[src/rtl/apb_master_bridge.sv]
// APB requester: turns a valid/ready command stream into APB SETUP/ACCESS
// transfers and returns one registered response pulse per command.
module apb_master_bridge #(
  parameter int ADDR_W  = 8,
  parameter int DATA_W  = 8,
  parameter int TIMEOUT = 16
) (
  input  logic              pclk,
  input  logic              prst,
  input  logic              cmd_valid,
  output logic              cmd_ready,
  input  logic              cmd_write,
  input  logic [ADDR_W-1:0] cmd_addr,
  input  logic [DATA_W-1:0] cmd_wdata,
  output logic              rsp_valid,
  output logic [DATA_W-1:0] rsp_rdata,
  output logic              rsp_err,
  output logic              rsp_timeout,
  output logic              psel,
  output logic              penable,
  output logic              pwrite,
  output logic [ADDR_W-1:0] paddr,
  output logic [DATA_W-1:0] pwdata,
  input  logic [DATA_W-1:0] prdata,
  input  logic              pready,
  input  logic              pslverr
);

  localparam int CW = (TIMEOUT > 0) ? $clog2(TIMEOUT + 1) : 1;
  localparam logic [CW-1:0] WLAST = (TIMEOUT > 0) ? CW'(TIMEOUT - 1) : '0;

  typedef enum logic [1:0] {IDLE, SETUP, ACCESS} state_t;

  state_t        state, state_nxt;
  logic [CW-1:0] wcnt;
  logic          accept, done, tmo;

  always_comb begin
    state_nxt = state;
    psel      = 1'b0;
    penable   = 1'b0;
    cmd_ready = 1'b0;
    done      = 1'b0;
    tmo       = 1'b0;
    case (state)
      IDLE: begin
        cmd_ready = prst;
        if (cmd_valid && prst) state_nxt = SETUP;
      end
      SETUP: begin
        psel      = 1'b1;
        state_nxt = ACCESS;
      end
      ACCESS: begin
        psel      = 1'b1;
        penable   = 1'b1;
        done      = pready;
        // Abort on the last permitted wait cycle; ready is low here anyway.
        tmo       = (TIMEOUT > 0) && !pready && (wcnt == WLAST);
        cmd_ready = prst && pready;
        if (pready)   state_nxt = (cmd_valid && prst) ? SETUP : IDLE;
        else if (tmo) state_nxt = IDLE;
      end
      default: state_nxt = IDLE;
    endcase
  end

  assign accept = cmd_valid && cmd_ready;

  always_ff @(posedge pclk) begin
    if (!prst) begin
      state       <= IDLE;
      pwrite      <= 1'b0;
      paddr       <= '0;
      pwdata      <= '0;
      wcnt        <= '0;
      rsp_valid   <= 1'b0;
      rsp_rdata   <= '0;
      rsp_err     <= 1'b0;
      rsp_timeout <= 1'b0;
    end else begin
      state <= state_nxt;
      if (accept) begin
        pwrite <= cmd_write;
        paddr  <= cmd_addr;
        pwdata <= cmd_wdata;
      end
      if (state == SETUP)
        wcnt <= '0;
      else if (state == ACCESS && !pready && wcnt != '1)
        wcnt <= wcnt + 1'b1;
      rsp_valid   <= done || tmo;
      rsp_rdata   <= (done && !pwrite) ? prdata : '0;
      rsp_err     <= done ? pslverr : tmo;
      rsp_timeout <= tmo;
    end
  end

endmodule
[config.mk]
export PLATFORM = sky130hd
export DESIGN_NAME = apb_master_bridge
export DESIGN_NICKNAME = d
export VERILOG_FILES = /design/src/rtl/apb_master_bridge.sv
export SDC_FILE = /design/constraint.sdc
export NUM_CORES = 1
export LEC_CHECK = 0
export BUFFER_PORTS_ARGS = -buffer_cell sky130_fd_sc_hd__buf_4
export CAP_MARGIN = 20
export CORE_MARGIN = 5
export CORE_UTILIZATION = 46
export DETAILED_ROUTE_END_ITERATION = 8
export PLACE_DENSITY = 0.87
export RECOVER_POWER = 50
export SLEW_MARGIN = 30
export SYNTH_ARGS = -nofsm -noshare
export SYNTH_HDL_FRONTEND = slang
export SYNTH_SLANG_ARGS = --single-unit
[constraint.sdc]
create_clock -name pclk -period 2.3 [get_ports pclk]
set_input_delay 0.69 -clock pclk [delete_from_list [all_inputs] [get_ports pclk]]
set_output_delay 0.69 -clock pclk [all_outputs]
set_load 0.005 [all_outputs]
### Yosys cells after proc, flatten, opt, wreduce, memory -nomap -nowiden

Cells that the tools add are included.
W data, S select, Z words.

* flip-flop bits (word level): 35
* latch bits: 0
* RAM bits: 0
* ROM bits: 0
* memories: 0

* add/subtract/negate cells: 1
* multipliers: 0
* divide/modulo/power cells: 0
* magnitude comparators: 0
* equality and inequality tests: 6
* shift operators: 0
* muxes and demuxes: 11
* bitwise gates (word level): 1
* reductions and logical operators: 15

Operator list (count)
* $logic_and A1 B1 Y1: 7
* $mux W1: 6
* $mux W2: 3
* $pmux W2 S3: 1
* $add A5 B1 Y5 const B: 1
* $eq A5 B4 Y1 const B: 1
* $ne A5 B5 Y1 const B: 1
* $reduce_and A2 Y1: 2
* $reduce_or A2 Y1: 2
* $ne A3 B3 Y1 const B: 1
* $eq A2 B1 Y1 const B: 1
* $eq A2 B2 Y1 const B: 1
* $logic_not A1 Y1: 2
* $logic_not A2 Y1: 1
* $ne A2 B2 Y1 const B: 1
* $pmux W1 S2: 1
* $logic_or A1 B1 Y1: 1
* $not A1 Y1: 1

### Longest topological paths before layout

Gate-level depths: netlist of run 1.

* depth in word-level cells: 5
* depth in mapped cells: 6
* depth with buffers taken out: 6

### Least setup slack after synthesis of run 1

OpenSTA, ideal clock, no wires.

* path kind: in2out
* start: input prst
* end: output cmd_ready
* arrival time: 1.117 ns
* required time: 1.610 ns
* path slack: 0.493 ns
* stages on the path: 2
* cells stage by stage: clkbuf_1 > nor2b_1

* longest elaborated chain between the ends: 2

Ends and longest elaborated chain
* start: declaration: line 9 `input logic prst,`
* $logic_and A1 B1 Y1: line 60 `cmd_ready = prst && pready;`
* $pmux W1 S2 *: line 45 `case (state)`
* end: declaration: line 11 `output logic cmd_ready,`

Every way passes the cells marked *; elsewhere a longest branch is shown, timed or not.

### Worst setup path in the final report of run 1

* start: register state[0]
* end: output cmd_ready

* longest elaborated chain between the ends: 2
* elaborated cells on any way between the ends: 3

Ends and longest elaborated chain
* start: declaration: line 34 `state_t state, state_nxt;`
* start signal: assignment: line 82 `state <= state_nxt;`
* $eq A2 B2 Y1 / $logic_not A2 Y1 (equally long branches): line 45
* $pmux W1 S2 *: line 45

Marks and branches as above.

==> summary.txt, run 1 <==
Clock tree
  • CTS buffer count: 5
  • H-tree depth: 2
  • Clk sink count: 35
  • Post-CTS sizing: 0
  • CTS Hold Buffers Added: 0
  • CTS clk-pin slew, worst paths: 100 ps
  • CTS tree: done
  • Clock root cell: clkbuf_4
  • Clk_lat worst skew: 320 ps
  • Bufs on Longest Clock Path: 2
  • Post-CTS Setup Bufs: 0

Place
  • Final HPWL DP: 2.15 mm
  • Post-DP Area: 1890 µm²
  • Cells after DPL: 236
  • Port Buffer Count: 60
  • RePlAce Congestion: 0.771

Cells and area
  • Post-route cell area: 1930 µm²
  • Area occupied by registers: 701 µm²
  • End-of-flow core utilization: 0.649
  • P&R area growth vs syn: 37.7%
  • Diode count: 0
  • Nets: 247
  • Share of layout cells above drive strength 1: 0.336
  • Non-filler instance count after layout: 244
  • Fillcell total: 269
  • Multi-input gate area: around 600 µm²

Synthesis
  • Yosys synthesis warning count: 0
  • Synth cell types: 23
  • Mapped cell area: roughly 1400 µm²
  • Syn Area/Cell: roughly 10 µm²
  • Syn Nets: 181
  • Seq cells post-synth: 35
  • Synth Instances: between 100 and 150
  • Sequential area share after synthesis: 0.500

Detailed routing
  • DR vias: about 1,100
  • ANT nets after route: 0
  • First-pass DRT Iterations: 4
  • Vias/cell: 4.51
  • Final wirelength: roughly 2.7 mm
  • Iter 0 DRT Violations: 38
  • WL per Instance: 11.2 µm
  • Drt drc: 0

Pwr
  • P per Cell Area: 626 nW/µm²
  • Combinational power share: 0.189
  • NetSw: 311 µW
  • P_leak: 0.933 nW
  • Sw Share: 0.257
  • Clock power share: 0.254
  • Internal Power: 899 µW
  • Peak VDD IR: 0.000403 V
  • Seq pwr share: 0.557

Setup path
  • R2R cell count: 6
  • Crit start category: flip-flop
  • End point of the critical path: cmd_ready
  • WP data arrival: between 1000 and 1500 ps
  • Nature of the critical path endpoint: output pin
  • Crit path from: state[0]$_SDFFE_PN0P_
  • CP max stage delay: 400 ps
  • Crit path max-delay family: flip-flops
  • Worst r2r src: wcnt[0]$_SDFFE_PP0P_
  • Reg2Reg Capture Point: wcnt[3]$_SDFFE_PP0P_
  • CP Depth: 5
  • Crit-path max FO: 6
  • Critical setup path kind: reg2out
  • CP Cell Sequence: inv_1 > ha_1 > a21oi_2 > nor2b_1 > buf_4
  • FF-to-FF setup slack: 590 ps
  • CP max-delay cell: dfxtp_1
  • Crit path buf inv count: 2
  • WP data required: 1610 ps

GRT
  • GRT Total Usage: 0.135
  • Vias in the first global route: roughly 1,000
  • Initial antenna violation count: 0
  • First-pass GRT wire length: 4.39 mm
  • Largest net degree at the start of global routing: 25
  • Overflow after GRT: 0

STA
  • Period utilisation layout: 0.942
  • Post-route minimum period: 2170 ps
  • Final Hold Vio Count: 0
  • Fmax: around 460 MHz
  • Setup total negative slack: 0 ps
  • Final setup vio count: 0
  • Fin. max-slew vios: 0
  • Final hold slack: 463 ps
  • Worst slew pin tran: between 600 and 700 ps
  • Unrepaired setup endpoints after global routing: false
  • Worst Skew: between 10 and 15 ps
  • Slew headroom: 0.565

Floorplanning
  • Height of the die: 65.2 µm
  • Initial core utilization: 0.471
  • Row Count: 20
  • I/O pins: 61
  • Die ar.: about 4300 µm²
  • Die Wd: 65.2 µm
  • Core footprint: 2980 µm²

Outcome
  • Status: finished clean

Job
  • Max Cap Viol: 0

Hold path
  • Min-delay worst type: reg2reg
==> placed cells by master, fill, tap and decap left out <==
cell type and instances:
a211oi_1 1, a21oi_1 2, a21oi_2 1, and2_0 2, and2_1 6, and3_1 1
buf_4 35, clkbuf_1 2, clkbuf_4 31, clkinv_2 1, clkinvlp_4 1, dfxtp_1 35
ha_1 7, inv_1 21, mux2_1 1, mux2i_1 19, nand2_1 23, nand2b_1 2
nand4_1 1, nor2_1 10, nor2_4 1, nor2b_1 1, nor3b_1 2, nor3b_2 1
nor4bb_1 1, o2bb2ai_1 1, xnor2_1 2
==> routing by layer <==
layer	GRT usage	vias up	share of wire
met2	0.212	47	0.45
met5	0	-	0
met1	0.159	461	0.46
met4	0.0699	0	0.015
met3	0.0513	5	0.082
li1	-	587	-
==> area by class of cell <==
type	instances	area share
flip-flops and latches	35	0.363
multi-input cells	85	0.308
repair buffers	62	0.239
inverters	21	0.0408
clock buffers	6	0.0214
well taps	33	0.0214
clock inverters	2	0.00648
==> cells by family after synthesis <==
family / Yosys count / synth area share
DFF: 35 / 0.500
AOI/OAI and AO/OA: 5 / 0.0250
and+or+nand+nor: 51 / 0.185
adders and majority gates: 7 / 0.0624
muxes: 20 / 0.144
buffers and inverters: 24 / 0.0723
xor gates and xnor gates: 2 / 0.0125
==> synth_stat cells <==
master     instances  area, µm²
nor2_1            10       37.5
mux2_1             1       11.3
ha_1               7       87.6
inv_1             21       78.8
a21oi_1            2       10.0
clkbuf_1           2       7.51
dfxtp_1           35        701
buf_8              1       15.0
and2_1             8       50.1
nand4_1            1       6.26
nand2b_1           2       12.5
nor4bb_1           1       10.0
nand2_1           23       86.3
a21oi_2            1       8.76
nor3b_2            2       25.0
nor2b_1            1       6.26
o2bb2ai_1          1       8.76
nor2_4             1       11.3
xnor2_1            2       17.5
nor3b_1            1       7.51
mux2i_1           19        190
a211oi_1           1       7.51
and3_1             1       6.26
==> worst register-to-register path: stages (launching register included) <==
cell and delay (ps):
dfxtp_1 350, ha_1 210, and3_1 190, ha_1 200, nor3b_2 200, nand4_1 140, mux2_1 320
==> worst min-delay path by stage <==
stage,from,to,slack [ps],cells after the start
floorplan,paddr[0]$_SDFFE_PN0P_,paddr[0]$_SDFFE_PN0P_,450,2
global placement,pwdata[2]$_SDFFE_PN0P_,pwdata[2]$_SDFFE_PN0P_,440,2
detailed placement,paddr[4]$_SDFFE_PN0P_,paddr[4]$_SDFFE_PN0P_,450,2
CTS,paddr[7]$_SDFFE_PN0P_,paddr[7]$_SDFFE_PN0P_,470,2
global route,paddr[3]$_SDFFE_PN0P_,paddr[3]$_SDFFE_PN0P_,480,2
finish,paddr[4]$_SDFFE_PN0P_,paddr[4]$_SDFFE_PN0P_,460,2
==> power groups by stage <==
stage | Sequential (mW) | Clock (mW) | Combinational [mW]
finish | 0.674 | 0.307 | 0.229
global route | 0.680 | 0.353 | 0.255
CTS | 0.676 | 0.323 | 0.239
detailed placement | 0.688 | 0 | 0.238
global placement | 0.687 | 0 | 0.233
floorplan | 0.688 | 0 | 0.110
==> flip-flops by register name, summed over array words and instances (netlist names) <==
| signal | flops |
|---|---|
| rsp_timeout | 1 |
| pwdata | 8 |
| rsp_valid | 1 |
| rsp_rdata | 8 |
| wcnt | 5 |
| rsp_err | 1 |
| pwrite | 1 |
| state | 2 |
| paddr | 8 |
==> stage by stage <==
stage	setup slack (ps)	total power, mW
final	134	1.21
after global routing	25.4	1.29
after CTS	102	1.24
after detailed placement	364	0.926
after global placement	366	0.920
after floorplan	493	0.798
Power figures use the tool's default switching activity.
==> run 2, diff against run 1 <==
--- a/config.mk
+++ b/config.mk
@@ -8,9 +8,10 @@
 export BUFFER_PORTS_ARGS = -buffer_cell sky130_fd_sc_hd__buf_4
 export CAP_MARGIN = 20
 export CORE_MARGIN = 5
-export CORE_UTILIZATION = 46
+export CORE_UTILIZATION = 48
+export CTS_BUF_LIST = sky130_fd_sc_hd__clkbuf_2 sky130_fd_sc_hd__clkbuf_4 sky130_fd_sc_hd__clkbuf_8
 export DETAILED_ROUTE_END_ITERATION = 8
-export PLACE_DENSITY = 0.87
+export PLACE_DENSITY = 0.9
 export RECOVER_POWER = 50
 export SLEW_MARGIN = 30
 export SYNTH_ARGS = -nofsm -noshare
==> run 2 against run 1 <==
Setup slack improved by 4.2 ps. Sequential share of layout area down 0.56 points. Fmax grew 0.19%. Clock skew is essentially flat. Largest power group unchanged.
==> summary.txt, run 2 (same netlist as run 1, synthesis figures left out) <==
Detailed routing
  • Final wirelength: a little under 3 mm
  • First-pass DRT Iterations: 2
  • Drt drc: 0
  • Iter 0 DRT Violations: 35
  • Vias/cell: 4.76
  • ANT nets after route: 0
  • WL per Instance: 12.1 µm
  • DR vias: 1,153

STA
  • Post-route minimum period: 2160 ps
  • Final hold slack: 463 ps
  • Final Hold Vio Count: 0
  • Final setup vio count: 0
  • Period utilisation layout: 0.940
  • Slew headroom: 0.623
  • Unrepaired setup endpoints after global routing: false
  • Fin. max-slew vios: 0
  • Worst Skew: 10.2 ps
  • Setup total negative slack: 0 ps
  • Fmax: 463 MHz
  • Worst slew pin tran: 566 ps

GRT
  • Vias in the first global route: 1,187
  • First-pass GRT wire length: 5.04 mm
  • Largest net degree at the start of global routing: 25
  • Initial antenna violation count: 0
  • Overflow after GRT: 0
  • GRT Total Usage: 0.155

Floorplanning
  • I/O pins: 61
  • Die Wd: 64.1 µm
  • Row Count: 19
  • Initial core utilization: 0.504
  • Die ar.: roughly 4100 µm²
  • Core footprint: 2780 µm²
  • Height of the die: approximately 64 µm

Setup path
  • CP max-delay cell: dfxtp_2
  • Critical setup path kind: reg2out
  • Nature of the critical path endpoint: output pin
  • CP Cell Sequence: inv_1 > ha_1 > a21oi_2 > nor2b_1 > buf_4
  • WP data required: 1610 ps
  • R2R cell count: 6
  • CP max stage delay: about 370 ps
  • WP data arrival: 1470 ps
  • Reg2Reg Capture Point: wcnt[3]$_SDFFE_PP0P_
  • FF-to-FF setup slack: 580 ps
  • Worst r2r src: wcnt[0]$_SDFFE_PP0P_
  • Crit-path max FO: 6
  • Crit start category: flip-flop

Clock tree
  • CTS tree: done
  • Clk_lat worst skew: between 300 and 400 ps
  • CTS clk-pin slew, worst paths: ~110 ps
  • CTS buffer count: 5
  • H-tree depth: 2
  • Post-CTS Setup Bufs: 0
  • CTS Hold Buffers Added: 0
  • Clock root cell: clkbuf_4
  • Clk sink count: 35
  • Bufs on Longest Clock Path: 2

Job
  • Max Cap Viol: 0

Hold path
  • WHS Endpoint: pwdata[4]$_SDFFE_PN0P_
  • Min-delay worst type: reg2reg
  • Hold wc startpoint: pwdata[4]$_SDFFE_PN0P_
  • WHS Path Cells: 2

Pwr
  • P_leak: between 0.9 and 1 nW
  • Tot Pwr: approximately 1.4 mW
  • P per Cell Area: ~690 nW/µm²
  • Peak VDD IR: 0.000567 V

Cells and area
  • Leading cell type in the layout, fill and taps excluded: buf_4
  • Fillcell total: 212
  • Biggest regs: paddr x8, pwdata x8, rsp_rdata x8
  • Share of layout cells above drive strength 1: 0.351
  • P&R area growth vs syn: 40.1%
  • Diode count: 0
  • Nets: 247
  • Commonest non-fill, non-tap cells in the layout: buf_4 (35), dfxtp_1 (34), clkbuf_4 (30)

Place
  • RePlAce Congestion: about 0.79
  • Final HPWL DP: around 2.3 mm
  • Port Buffer Count: 60

Outcome
  • Status: finished clean
==> run 2: changes by cell type in the layout (fill, tap and decap cells not counted), sizes merged <==
cell | before | now
clkinvlp | 1 | 0
bufinv | 0 | 1
==> run 2: metrics by stage <==
step	util	worst slack, ps	instances	instance area, µm²
after detailed placement	0.677	371	234	1880
after floorplan	-	493	144	1400
after CTS	0.709	91.2	242	1970
after global placement	0.677	373	234	1880
after global routing	0.707	32.5	242	1970
final	0.707	138	242	1970
==> run 2: how the worst max path moves through the flow <==
stage / from / endpoint / cells past startpoint
2_1_floorplan: prst / cmd_ready / 2
3_3_place_gp: pready / cmd_ready / 4
3_5_place_dp: pready / cmd_ready / 4
4_1_cts: state[0]$_SDFFE_PN0P_ / cmd_ready / 5
5_1_grt: state[0]$_SDFFE_PN0P_ / cmd_ready / 5
6_report: state[0]$_SDFFE_PN0P_ / cmd_ready / 5
==> run 2: final cells by class <==
type | count | area [µm²] | area share
flip-flops and latches | 35 | 702 | 0.357
multi-input cells | 85 | 601 | 0.306
repair buffers | 62 | 459 | 0.234
inverters | 21 | 78.8 | 0.0401
clock buffers | 6 | 51.3 | 0.0261
well taps | 31 | 38.8 | 0.0197
clock inverters | 2 | 35.0 | 0.0178
==> run 2: critical path, delay by kind of cell, from the launching register on <==
family	cells	cell delay, ps
DFF	1	370
and+or+nand+nor	1	70
AOI/OAI and AO/OA	1	230
adders and majority gates	1	270
buffers and inverters	2	200
==> run 2: where the power goes <==
part | total (mW) | switching, mW | internal, mW | leakage [nW]
Sequential | 0.675 | 0.0261 | 0.649 | 0.286
Combinational | 0.231 | 0.0979 | 0.133 | 0.622
Clock | 0.456 | 0.199 | 0.257 | 0.0482
Total | 1.36 | 0.323 | 1.04 | 0.956
==> run 2: repair_timing <==
item / 4_1_cts / 5_1_grt
endpoints found under the setup margin: 0 / 1
hold endpoints to repair: 0 / 0
resized for setup: 0 / 1
==> run 2: metal layers <==
layer / GRT usage / vias up / part of all wire
met5: 0 / - / 0
met4: 0.0779 / 0 / 0.021
met3: 0.0508 / 6 / 0.059
met2: 0.260 / 31 / 0.50
met1: 0.174 / 534 / 0.42
li1: - / 582 / -
==> run 3, diff against run 2 <==
--- a/config.mk
+++ b/config.mk
@@ -8,11 +8,12 @@
 export BUFFER_PORTS_ARGS = -buffer_cell sky130_fd_sc_hd__buf_4
 export CAP_MARGIN = 20
 export CORE_MARGIN = 5
-export CORE_UTILIZATION = 48
-export CTS_BUF_LIST = sky130_fd_sc_hd__clkbuf_2 sky130_fd_sc_hd__clkbuf_4 sky130_fd_sc_hd__clkbuf_8
+export CORE_UTILIZATION = 46
+export CTS_BUF_LIST = sky130_fd_sc_hd__clkbuf_16
 export DETAILED_ROUTE_END_ITERATION = 8
-export PLACE_DENSITY = 0.9
+export PLACE_DENSITY = 0.81
 export RECOVER_POWER = 50
+export SKIP_CTS_REPAIR_TIMING = 1
 export SLEW_MARGIN = 30
 export SYNTH_ARGS = -nofsm -noshare
 export SYNTH_HDL_FRONTEND = slang
==> run 3 against run 2 <==
Wire length is 8.3% higher. Hold slack worse by 5.0 ps. Clock power is 34% higher. Final area is 2.2% higher. Largest power group unchanged. Setup slack better by 34 ps.
==> summary.txt, run 3 (same netlist as run 1, synthesis figures left out) <==
Floorplanning
  • Initial core utilization: 0.471
  • Core footprint: a little under 3000 µm²
  • I/O pins: between 60 and 70
  • Die ar.: 4250 µm²
  • Die Wd: approximately 65 µm
  • Height of the die: 65.2 µm
  • Row Count: 20

Setup path
  • Reg2Reg Capture Point: wcnt[3]$_SDFFE_PP0P_
  • Worst r2r src: wcnt[0]$_SDFFE_PP0P_
  • WP data arrival: roughly 1400 ps
  • Crit-path max FO: 6
  • R2R cell count: 6
  • FF-to-FF setup slack: 370 ps
  • WP data required: 1610 ps
  • Nature of the critical path endpoint: output pin
  • Crit path from: state[0]$_SDFFE_PN0P_
  • Crit start category: flip-flop
  • Critical setup path kind: reg2out

Cells and area
  • Diode count: 0
  • P&R area growth vs syn: 43.3%
  • Share of layout cells above drive strength 1: 0.329
  • Commonest non-fill, non-tap cells in the layout: dfxtp_1 (35), buf_4 (32), clkbuf_4 (27)
  • Nets: 246
  • End-of-flow core utilization: 0.675
  • Area occupied by registers: ~700 µm²
  • Fillcell total: 252
  • Leading cell type in the layout, fill and taps excluded: dfxtp_1
  • Biggest regs: paddr x8, pwdata x8, rsp_rdata x8
  • Multi-input gate area: 601 µm²

Pwr
  • Peak VDD IR: around 0.00047 V
  • P per Cell Area: 757 nW/µm²
  • P_leak: 0.971 nW
  • Tot Pwr: 1.52 mW

Clock tree
  • Clock root cell: clkbuf_16
  • Clk sink count: 35
  • H-tree depth: 2
  • CTS tree: done
  • CTS clk-pin slew, worst paths: about 50 ps
  • Bufs on Longest Clock Path: 2
  • Clk_lat worst skew: about 280 ps
  • CTS buffer count: 5

STA
  • Slew headroom: 0.614
  • Worst Skew: 5.84 ps
  • Worst slew pin tran: 579 ps
  • Final hold slack: 457 ps
  • Post-route minimum period: 2130 ps
  • Final setup vio count: 0
  • Final Hold Vio Count: 0
  • Setup total negative slack: 0 ps
  • Period utilisation layout: 0.925
  • Fmax: around 470 MHz
  • Unrepaired setup endpoints after global routing: false
  • Fin. max-slew vios: 0

Detailed routing
  • Final wirelength: 3.16 mm
  • ANT nets after route: 0
  • First-pass DRT Iterations: 4
  • Iter 0 DRT Violations: 35
  • Drt drc: 0
  • DR vias: ~1,100
  • WL per Instance: 13.0 µm
  • Vias/cell: between 4 and 5

GRT
  • GRT Total Usage: 0.157
  • Overflow after GRT: 0
  • Largest net degree at the start of global routing: 25
  • Vias in the first global route: 1,157
  • Initial antenna violation count: 0
  • First-pass GRT wire length: 5.03 mm

Place
  • Port Buffer Count: 60
  • Final HPWL DP: between 2 and 2.5 mm
  • RePlAce Congestion: 0.748

Hold path
  • WHS Path Cells: 2
  • Hold wc startpoint: paddr[0]$_SDFFE_PN0P_
  • Min-delay worst type: reg2reg
  • WHS Endpoint: paddr[0]$_SDFFE_PN0P_

Job
  • Max Cap Viol: 0

Outcome
  • Status: finished clean
[run 3: cell types whose count changed in the layout (fill, tap and decap cells not counted), sizes merged]
cell and delta:
clkbuf +1, bufinv -1, clkinv +1, inv +1, buf -3
[run 3: worst max-delay path, stage by stage (launching register included)]
cell and delay (ps):
dfxtp_1 380, inv_1 80, ha_1 260, a21oi_2 220
nor2b_1 80, buf_4 140
[run 3: per-stage QoR]
step	std cells	setup WS [ps]	cell area (µm²)
2_1_floorplan	144	493	1400
3_3_place_gp	235	376	1880
5_1_grt	243	106	2010
4_1_cts	243	149	2020
3_5_place_dp	235	352	1880
6_report	243	173	2010
[run 3: metal layers]
layer  global-route usage  up-vias  share of wire
met2                0.284       49           0.50
met5                    0        -              0
met3               0.0718        6           0.10
li1                     -      578              -
met1                0.153      508           0.38
met4               0.0648        0          0.017
[run 3: power by group]
part | leakage (nW) | switching [mW] | internal [mW]
Combinational | 0.615 | 0.102 | 0.132
Clock | 0.0701 | 0.224 | 0.388
Sequential | 0.286 | 0.0258 | 0.651
[run 3: worst max-delay path by stage]
stage	depth (start not counted)	to
after floorplan	2	cmd_ready
after global placement	4	cmd_ready
after detailed placement	4	cmd_ready
after CTS	5	cmd_ready
after global routing	5	cmd_ready
final	5	cmd_ready
[run 3: final cells by class]
type                       instances  share of cell area
clock inverter                     3             0.00560
inverter                          21              0.0392
timing repair buffer              61               0.225
multi-input combinational         85               0.299
clock buffer                       5              0.0623
sequential                        35               0.349
tap                               33              0.0205
